==> config.mk <==
export PLATFORM = sky130hd
export DESIGN_NAME = pulse_pacer
export DESIGN_NICKNAME = d
export VERILOG_FILES = /design/src/rtl/pulse_pacer_pkg.sv /design/src/rtl/sat_updown_cnt.sv /design/src/rtl/pulse_pacer.sv
export SDC_FILE = /design/constraint.sdc
export NUM_CORES = 1
export LEC_CHECK = 0
export BUFFER_PORTS_ARGS = -buffer_cell sky130_fd_sc_hd__buf_2
export CORE_MARGIN = 2
export CORE_UTILIZATION = 47
export DETAILED_ROUTE_END_ITERATION = 12
export GPL_TIMING_DRIVEN = 1
export PLACE_DENSITY = 0.69
export SLEW_MARGIN = 40
export SYNTH_ARGS = -nofsm -noshare
export SYNTH_HDL_FRONTEND = slang
export SYNTH_SLANG_ARGS = --single-unit
==> constraint.sdc <==
create_clock -name clk -period 2.3 [get_ports clk]
set_input_delay 0.23 -clock clk [delete_from_list [all_inputs] [get_ports clk]]
set_output_delay 0.23 -clock clk [all_outputs]
set_load 0.005 [all_outputs]
==> src/rtl/pulse_pacer_pkg.sv <==
// Shared types and helpers for the pulse pacer: FSM state encoding and
// the sizing rule for the inter-pulse gap counter.
package pulse_pacer_pkg;

    typedef enum logic [1:0] {
        ST_IDLE = 2'd0,
        ST_FIRE = 2'd1,
        ST_GAP  = 2'd2
    } state_e;

    // Smallest width that can hold MIN_GAP-2, never less than one bit.
    function automatic int gap_cnt_width(input int min_gap);
        int w;
        w = 1;
        while ((1 << w) < (min_gap - 1)) begin
            w = w + 1;
        end
        return w;
    endfunction

endpackage

==> src/rtl/sat_updown_cnt.sv <==
// Saturating up/down counter. An increment that would wrap past all-ones is
// dropped and reported on o_drop for the same cycle.
module sat_updown_cnt #(
    parameter int W = 4
) (
    input  logic         clk,
    input  logic         rst,
    input  logic         i_inc,
    input  logic         i_dec,
    output logic [W-1:0] o_count,
    output logic [W-1:0] o_count_next,
    output logic         o_drop
);

    localparam logic [W-1:0] MAX_VAL = '1;

    logic [W-1:0] r_count;
    logic [W-1:0] w_count_next;
    logic         w_drop;

    always_comb begin
        w_count_next = r_count;
        w_drop       = 1'b0;
        if (i_inc && !i_dec) begin
            if (r_count == MAX_VAL) begin
                w_drop = 1'b1;
            end else begin
                w_count_next = r_count + W'(1);
            end
        end else if (!i_inc && i_dec && (r_count != '0)) begin
            w_count_next = r_count - W'(1);
        end
    end

    always_ff @(posedge clk) begin
        if (rst) begin
            r_count <= '0;
        end else begin
            r_count <= w_count_next;
        end
    end

    assign o_count      = r_count;
    assign o_count_next = w_count_next;
    assign o_drop       = w_drop;

endmodule

==> src/rtl/pulse_pacer.sv <==
// Converts bursty one-cycle event strobes into single-cycle pulses spaced
// MIN_GAP clocks apart, with a saturating backlog and sticky overflow flag.
module pulse_pacer
    import pulse_pacer_pkg::*;
#(
    parameter int MIN_GAP = 6,
    parameter int CNT_W   = 4
) (
    input  logic             clk,
    input  logic             rst,
    input  logic             req_in,
    input  logic             ovf_clr,
    output logic             pulse_out,
    output logic [CNT_W-1:0] pending,
    output logic             busy,
    output logic             ovf
);

    localparam int                 GAP_W    = gap_cnt_width(MIN_GAP);
    localparam logic [GAP_W-1:0]   GAP_LOAD = GAP_W'(MIN_GAP - 2);

    state_e           r_state;
    state_e           w_state_next;
    logic [GAP_W-1:0] r_gap_cnt;
    logic [GAP_W-1:0] w_gap_cnt_next;
    logic             r_pulse;
    logic             r_busy;
    logic             r_ovf;
    logic             w_dec;
    logic             w_drop;
    logic [CNT_W-1:0] w_pending;
    logic [CNT_W-1:0] w_pending_next;

    sat_updown_cnt #(
        .W (CNT_W)
    ) u_backlog (
        .clk          (clk),
        .rst          (rst),
        .i_inc        (req_in),
        .i_dec        (w_dec),
        .o_count      (w_pending),
        .o_count_next (w_pending_next),
        .o_drop       (w_drop)
    );

    // The backlog decrements on exactly the edge that enters FIRE.
    always_comb begin
        w_state_next   = r_state;
        w_gap_cnt_next = r_gap_cnt;
        w_dec          = 1'b0;
        case (r_state)
            ST_IDLE: begin
                if (w_pending != '0) begin
                    w_state_next = ST_FIRE;
                    w_dec        = 1'b1;
                end
            end
            ST_FIRE: begin
                w_state_next   = ST_GAP;
                w_gap_cnt_next = GAP_LOAD;
            end
            ST_GAP: begin
                if (r_gap_cnt != '0) begin
                    w_gap_cnt_next = r_gap_cnt - GAP_W'(1);
                end else if (w_pending != '0) begin
                    w_state_next = ST_FIRE;
                    w_dec        = 1'b1;
                end else begin
                    w_state_next = ST_IDLE;
                end
            end
            default: begin
                w_state_next   = ST_IDLE;
                w_gap_cnt_next = '0;
            end
        endcase
    end

    // Outputs are registered from next-state values so they line up with the state.
    always_ff @(posedge clk) begin
        if (rst) begin
            r_state   <= ST_IDLE;
            r_gap_cnt <= '0;
            r_pulse   <= 1'b0;
            r_busy    <= 1'b0;
            r_ovf     <= 1'b0;
        end else begin
            r_state   <= w_state_next;
            r_gap_cnt <= w_gap_cnt_next;
            r_pulse   <= (w_state_next == ST_FIRE);
            r_busy    <= (w_state_next != ST_IDLE) || (w_pending_next != '0);
            if (w_drop) begin
                r_ovf <= 1'b1;
            end else if (ovf_clr) begin
                r_ovf <= 1'b0;
            end
        end
    end

    assign pulse_out = r_pulse;
    assign pending   = w_pending;
    assign busy      = r_busy;
    assign ovf       = r_ovf;

endmodule

# After elaboration in Yosys (flattened, before gate mapping)
# Index checks and enable logic that the tools add are counted.
# word_totals
ff_bits	12
in_bits	4
# op_classes
bitwise	1
n_addsub	3
n_reduce_logical	13
n_eq_ne	5
n_mux	16
# op_table
cell	count
$mux 4	3
$pmux 3 s3	1
$reduce_bool 4->1	2
$mux 1	7
$pmux 2 s3	1
$add 4x1->4 const B	1
$eq 2x1->1 const B	2
$eq 4x4->1 const B	1
$mux 2	2
$reduce_bool 2->1	2
$sub 4x1->4 const B	1
$logic_and 1x1->1	3
$mux 3	1
$reduce_bool 3->1	1
$sub 3x1->3 const B	1
$eq 2x2->1 const B	1
$logic_not 1->1	2
$logic_not 2->1	1
$ne 2x2->1 const B	1
$pmux 1 s2	1
$reduce_and 2->1	1
$logic_or 1x1->1	1
$not 1->1	1

# Longest topological paths before layout
# logic_depth
word_depth	10
depth_mapped	9

# Modules after synthesis
# From an unflattened synthesis, not the netlist that was laid out.
# hier_totals
hier_cells	97
hier_area_um2	827.0
# modules_own_cells
module	n_inst	seq_area_each_um2	cells_per_inst	area_each_um2
pulse_pacer	1	160.2	50	456.7
sat_updown_cnt	1	80.1	47	370.4

# Least setup slack after synthesis
# OpenSTA, ideal clock, no wires.
# synth_path
kind	reg2reg
start	reg r_gap_cnt[0]
end	reg r_busy, in the netlist busy
period_less_slack_ps	1806
slack_ps	494
t_arrival_ps	1669
stages_incl_launch_ff	9
t_required_ps	2163
setup_ps	137
path_cell_list	dfxtp_1 inv_1 ha_1 ha_1 a21oi_2 o21ai_0 mux2i_1 nor3_1 a41oi_2
# synth_between
elab_chain_len	9
# synth_lines
item	line_no	source
start: declaration	pulse_pacer.sv:24	logic [GAP_W-1:0] r_gap_cnt;
start signal: assignment	pulse_pacer.sv:89	r_gap_cnt <= w_gap_cnt_next;
$reduce_bool 3->1 (*)	pulse_pacer.sv:63	if (r_gap_cnt != '0) begin
$mux 1	pulse_pacer.sv:63	
$pmux 1 s2	pulse_pacer.sv:51	case (r_state)
$logic_and 1x1->1 (2 in series)	sat_updown_cnt.sv:30	end else if (!i_inc && i_dec && (r_count != '0)) begin
$mux 4	sat_updown_cnt.sv:30	
$mux 4	sat_updown_cnt.sv:24	if (i_inc && !i_dec) begin
$reduce_bool 4->1	pulse_pacer.sv:91	r_busy <= (w_state_next != ST_IDLE) || (w_pending_next != '0);
$logic_or 1x1->1 (*)	pulse_pacer.sv:91	
end signal: assignment	pulse_pacer.sv:91	
end: declaration	pulse_pacer.sv:27	logic r_busy;
# Every way passes the cells marked *; elsewhere a longest branch is shown, timed or not.
# A chain may end at the register's enable or synchronous reset.

# Final worst setup path
# Ends and elaborated chain as after synthesis.

==> results.md <==
* Status: finished clean
* Layout overhead on the synthesized area at 9.73%
* Root buffer cell: sky130_fd_sc_hd__clkbuf_4
* Path type of the worst min-delay path: primary input to flop
* Instance area after placement at 796 µm²
* Fill cells at 147
* Pre-CTS worst setup slack at 0.272 ns
* Normalized max-slew margin at 0.701
* Total of warnings raised by yosys at 0
* Required @ worst endpoint at 2.45 ns
* Worst endpoint data arrival time at 2.24 ns
* Clock network latency to the later pin of the worst-skew pair at 0.27 ns
* Portion of the clock cycle consumed by the worst path in the final layout at 0.908
* Shortest clock period the worst path allows after layout at 2.09 ns
* Critical Path Sink Type: flop
* Flop2flop setup slack at 0.21 ns
* Number of gates given a new drive strength after cts at 0
* Dominant register cell in the synthesized netlist: sky130_fd_sc_hd__dfxtp_1
* Number of enable-type register cells in the synthesized netlist at 0
* Worst hold path endpoint: ovf$_SDFFE_PP0P_
* Cell count of the worst hold path at 4
* Clock Skews at 0.00297 ns
* Reg2Reg Depth at 8
* Area contributors post-synth: sky130_fd_sc_hd__dfxtp_1 (32%), sky130_fd_sc_hd__ha_1 (15%), sky130_fd_sc_hd__inv_1 (4.5%)
* WL per Instance at 12.6 µm
* Beginning of the worst hold path: ovf_clr
* Multi-input gate area at 452 µm²
* Vias per std cell at 5.71
* Post-synthesis sequential area ratio at 0.322
* Die outline height at 43.8 µm
* Power Density at 1190 nW/µm²
* Standard-cell rows at 14
* DIE WIDTH at 43.8 µm
* Mapped Avg Cell Area at 8.77 µm²
* Number of nets in the layout at 110
* Initial core utilization at 0.501
* Via total after detailed routing at 634
* Async set-or-reset flop fraction in the synthesized netlist at 0
* Number of iterations in the first detailed-routing pass at 4
* Share of the synthesized area in the top cell type at 0.322
* Number of antenna violations at the first check in global routing at 0
* TritonCTS clock tree: built
* Post-synthesis register bit count at 12
* Antenna violation net count after detailed routing at 0
* Critical register-to-register path startpoint: r_gap_cnt[0]$_SDFFE_PP0P_
* Endpoints failing setup at 0
* Mapped Cells at 85
* Hold-fix buffer count after cts at 0
* Design area at 818 µm²
* Inst Count DP at 108
* Met3 routed wirelength at 90 µm
* Number of buffers between clock root and the deepest sink at 2
* Met2 WL post-DR at 589 µm
* ANT cells at 0
* Uppermost signal routing layer after detailed routing: met4
* Finished Layout Cells at 111
* Number of distinct library cells after synthesis at 35
* Post-detailed-placement half-perimeter wirelength at 1.01 mm
* Post-detailed-route DRC marker count at 0
* All-Layer GR Usage at 0.177
* # clock sinks at 12
* Type of origin of the critical path: flop
* Pin count of the biggest net entering global routing at 12
* Share of cells above drive strength 1 at 0.189
* Reg-to-reg critical path endpoint: busy$_SDFF_PP0_
* GP Congestion at 0.825
* Slew at the pin closest to its max-slew limit at 0.442 ns
* Cell accounting for the most synthesized area: sky130_fd_sc_hd__dfxtp_1
* Count of H-tree levels built during CTS at 1
* Global-route wire length before repair at 2.52 mm
* Post-route setup slack at 0.213 ns
* Number of setup buffers added after CTS at 0
* Total negative setup slack at 0 ns
* Total area of sequential cells at 240 µm²
* Setup repair after global routing missed its margin: no
* Initial DRC count at 20
* Final wirelength at 1.40 mm
* CP Max Fanout at 9
* Standard cell core area at 1490 µm²
* CTS buffer count at 3
* Port Buffer Count at 10
* Combined area of all synthesized cells at 746 µm²
* Die area at 1920 µm²
* Final hold viol count at 0
* Synth Net Count at 98
* Crit path kind: flop to flop
* Via count of the first global-routing pass at 612
* Number of slew-limit violations in the final report at 0
* Wl on met1 at 697 µm
* Maximum resistive drop on vdd at 546 µV
* Clock transition at the register clock pins on the worst setup and hold paths after CTS at 0.07 ns
* Residual overflow from global routing at 0
* Max-cap violations at 0
* Lkg Pwr at 0.363 nW
* Highest clock rate at 479 MHz
* Boundary Pins at 11
[where the power goes]
| part | total (W) | internal [W] | switching (W) |
|---|---|---|---|
| registers | 0.000324 | 0.000263 | 0.0000612 |
| clock network | 0.000131 | 0.0000607 | 0.0000705 |
| logic | 0.000520 | 0.000229 | 0.000291 |
| total | 0.000975 | 0.000553 | 0.000423 |
[synth_stat cells (3+ instances only)]
cell type and n:
sky130_fd_sc_hd__nand2_1 4, sky130_fd_sc_hd__o21ai_0 3, sky130_fd_sc_hd__nor2_1 9, sky130_fd_sc_hd__nor3_1 4, sky130_fd_sc_hd__a21oi_1 3, sky130_fd_sc_hd__dfxtp_1 12, sky130_fd_sc_hd__ha_1 9, sky130_fd_sc_hd__inv_1 9
[stage by stage]
stage	total power, W	util	hold WS, ns
after global routing	0.00106	0.550	0.277
after global placement	0.000841	0.534	0.468
after CTS	0.000979	0.550	0.239
after detailed placement	0.000840	0.534	0.475
final	0.000975	0.550	0.244
after floorplan	0.000749	-	0.310
[worst max path at each step]
stage / to / start / cells past startpoint
after floorplan: busy$_SDFF_PP0_ / r_gap_cnt[0]$_SDFFE_PP0P_ / 8
final: busy$_SDFF_PP0_ / r_gap_cnt[0]$_SDFFE_PP0P_ / 8
after CTS: busy$_SDFF_PP0_ / r_gap_cnt[0]$_SDFFE_PP0P_ / 8
after global placement: busy$_SDFF_PP0_ / r_gap_cnt[0]$_SDFFE_PP0P_ / 8
after global routing: busy$_SDFF_PP0_ / r_gap_cnt[0]$_SDFFE_PP0P_ / 8
after detailed placement: busy$_SDFF_PP0_ / r_gap_cnt[0]$_SDFFE_PP0P_ / 8
[per-layer routing]
layer  up-vias  track usage
met2        21        0.271
met4         0       0.0909
met1       288        0.224
li1        321            -
met3         4       0.0542
met5         -            0
[cells in the final DEF, fill, tap and decap left out]
| cell type | count |
|---|---|
| sky130_fd_sc_hd__and3b_1 | 1 |
| sky130_fd_sc_hd__o221ai_1 | 2 |
| sky130_fd_sc_hd__nand2_1 | 4 |
| sky130_fd_sc_hd__nor2_1 | 9 |
| sky130_fd_sc_hd__nor2b_1 | 1 |
| sky130_fd_sc_hd__nand3_1 | 2 |
| sky130_fd_sc_hd__xnor2_1 | 1 |
| sky130_fd_sc_hd__mux2i_1 | 2 |
| sky130_fd_sc_hd__a21oi_1 | 3 |
| sky130_fd_sc_hd__or4_1 | 1 |
| sky130_fd_sc_hd__nor3b_1 | 2 |
| sky130_fd_sc_hd__a211oi_1 | 1 |
| sky130_fd_sc_hd__a21o_1 | 1 |
| sky130_fd_sc_hd__a31oi_1 | 1 |
| sky130_fd_sc_hd__nand4_1 | 1 |
| sky130_fd_sc_hd__a221oi_1 | 1 |
| sky130_fd_sc_hd__and2b_2 | 1 |
| sky130_fd_sc_hd__inv_1 | 9 |
| sky130_fd_sc_hd__nor3b_2 | 1 |
| sky130_fd_sc_hd__a311oi_1 | 1 |
| sky130_fd_sc_hd__a21oi_2 | 1 |
| sky130_fd_sc_hd__clkbuf_4 | 3 |
| sky130_fd_sc_hd__dfxtp_1 | 12 |
| sky130_fd_sc_hd__and2_1 | 2 |
| sky130_fd_sc_hd__nor4b_1 | 1 |
| sky130_fd_sc_hd__a21o_2 | 1 |
| sky130_fd_sc_hd__a2bb2oi_1 | 1 |
| sky130_fd_sc_hd__a41oi_2 | 1 |
| sky130_fd_sc_hd__buf_2 | 10 |
| sky130_fd_sc_hd__ha_1 | 9 |
| sky130_fd_sc_hd__a41o_1 | 1 |
| sky130_fd_sc_hd__or2_1 | 1 |
| sky130_fd_sc_hd__o21ai_0 | 3 |
| sky130_fd_sc_hd__nor3_1 | 4 |
[final cells by class]
| type | count | share of cell area |
|---|---|---|
| Multi-Input combinational cell | 61 | 0.552 |
| Inverter | 9 | 0.0413 |
| Sequential cell | 12 | 0.294 |
| Clock buffer | 3 | 0.0275 |
| Timing Repair Buffer | 10 | 0.0612 |
| Tap cell | 16 | 0.0245 |
[worst max-delay path: stages (launching register included)]
cell and delay, ns:
sky130_fd_sc_hd__dfxtp_1 0.31, sky130_fd_sc_hd__inv_1 0.05, sky130_fd_sc_hd__ha_1 0.19, sky130_fd_sc_hd__ha_1 0.22
sky130_fd_sc_hd__a21oi_2 0.28, sky130_fd_sc_hd__or2_1 0.34, sky130_fd_sc_hd__o221ai_1 0.19, sky130_fd_sc_hd__a21oi_1 0.23
sky130_fd_sc_hd__a41oi_2 0.13
[cells by family (layout without fill, tap and decap cells)]
| group | Yosys count | in the layout | synth area share |
|---|---|---|---|
| buffers and inverters | 12 | 22 | 0.0721 |
| xor gates and xnor gates | 1 | 1 | 0.0117 |
| adders and majority gates | 9 | 9 | 0.151 |
| and+or+nand+nor | 31 | 31 | 0.230 |
| DFF | 12 | 12 | 0.322 |
| AOI/OAI and AO/OA | 18 | 18 | 0.186 |
| muxes | 2 | 2 | 0.0268 |
[state kept, by name, indices dropped and copies added (netlist names)]
signal             cells
u_backlog.o_count      4
r_gap_cnt              3
ovf                    1
r_state                2
busy                   1
pulse_out              1
Power figures use the tool's default switching activity.
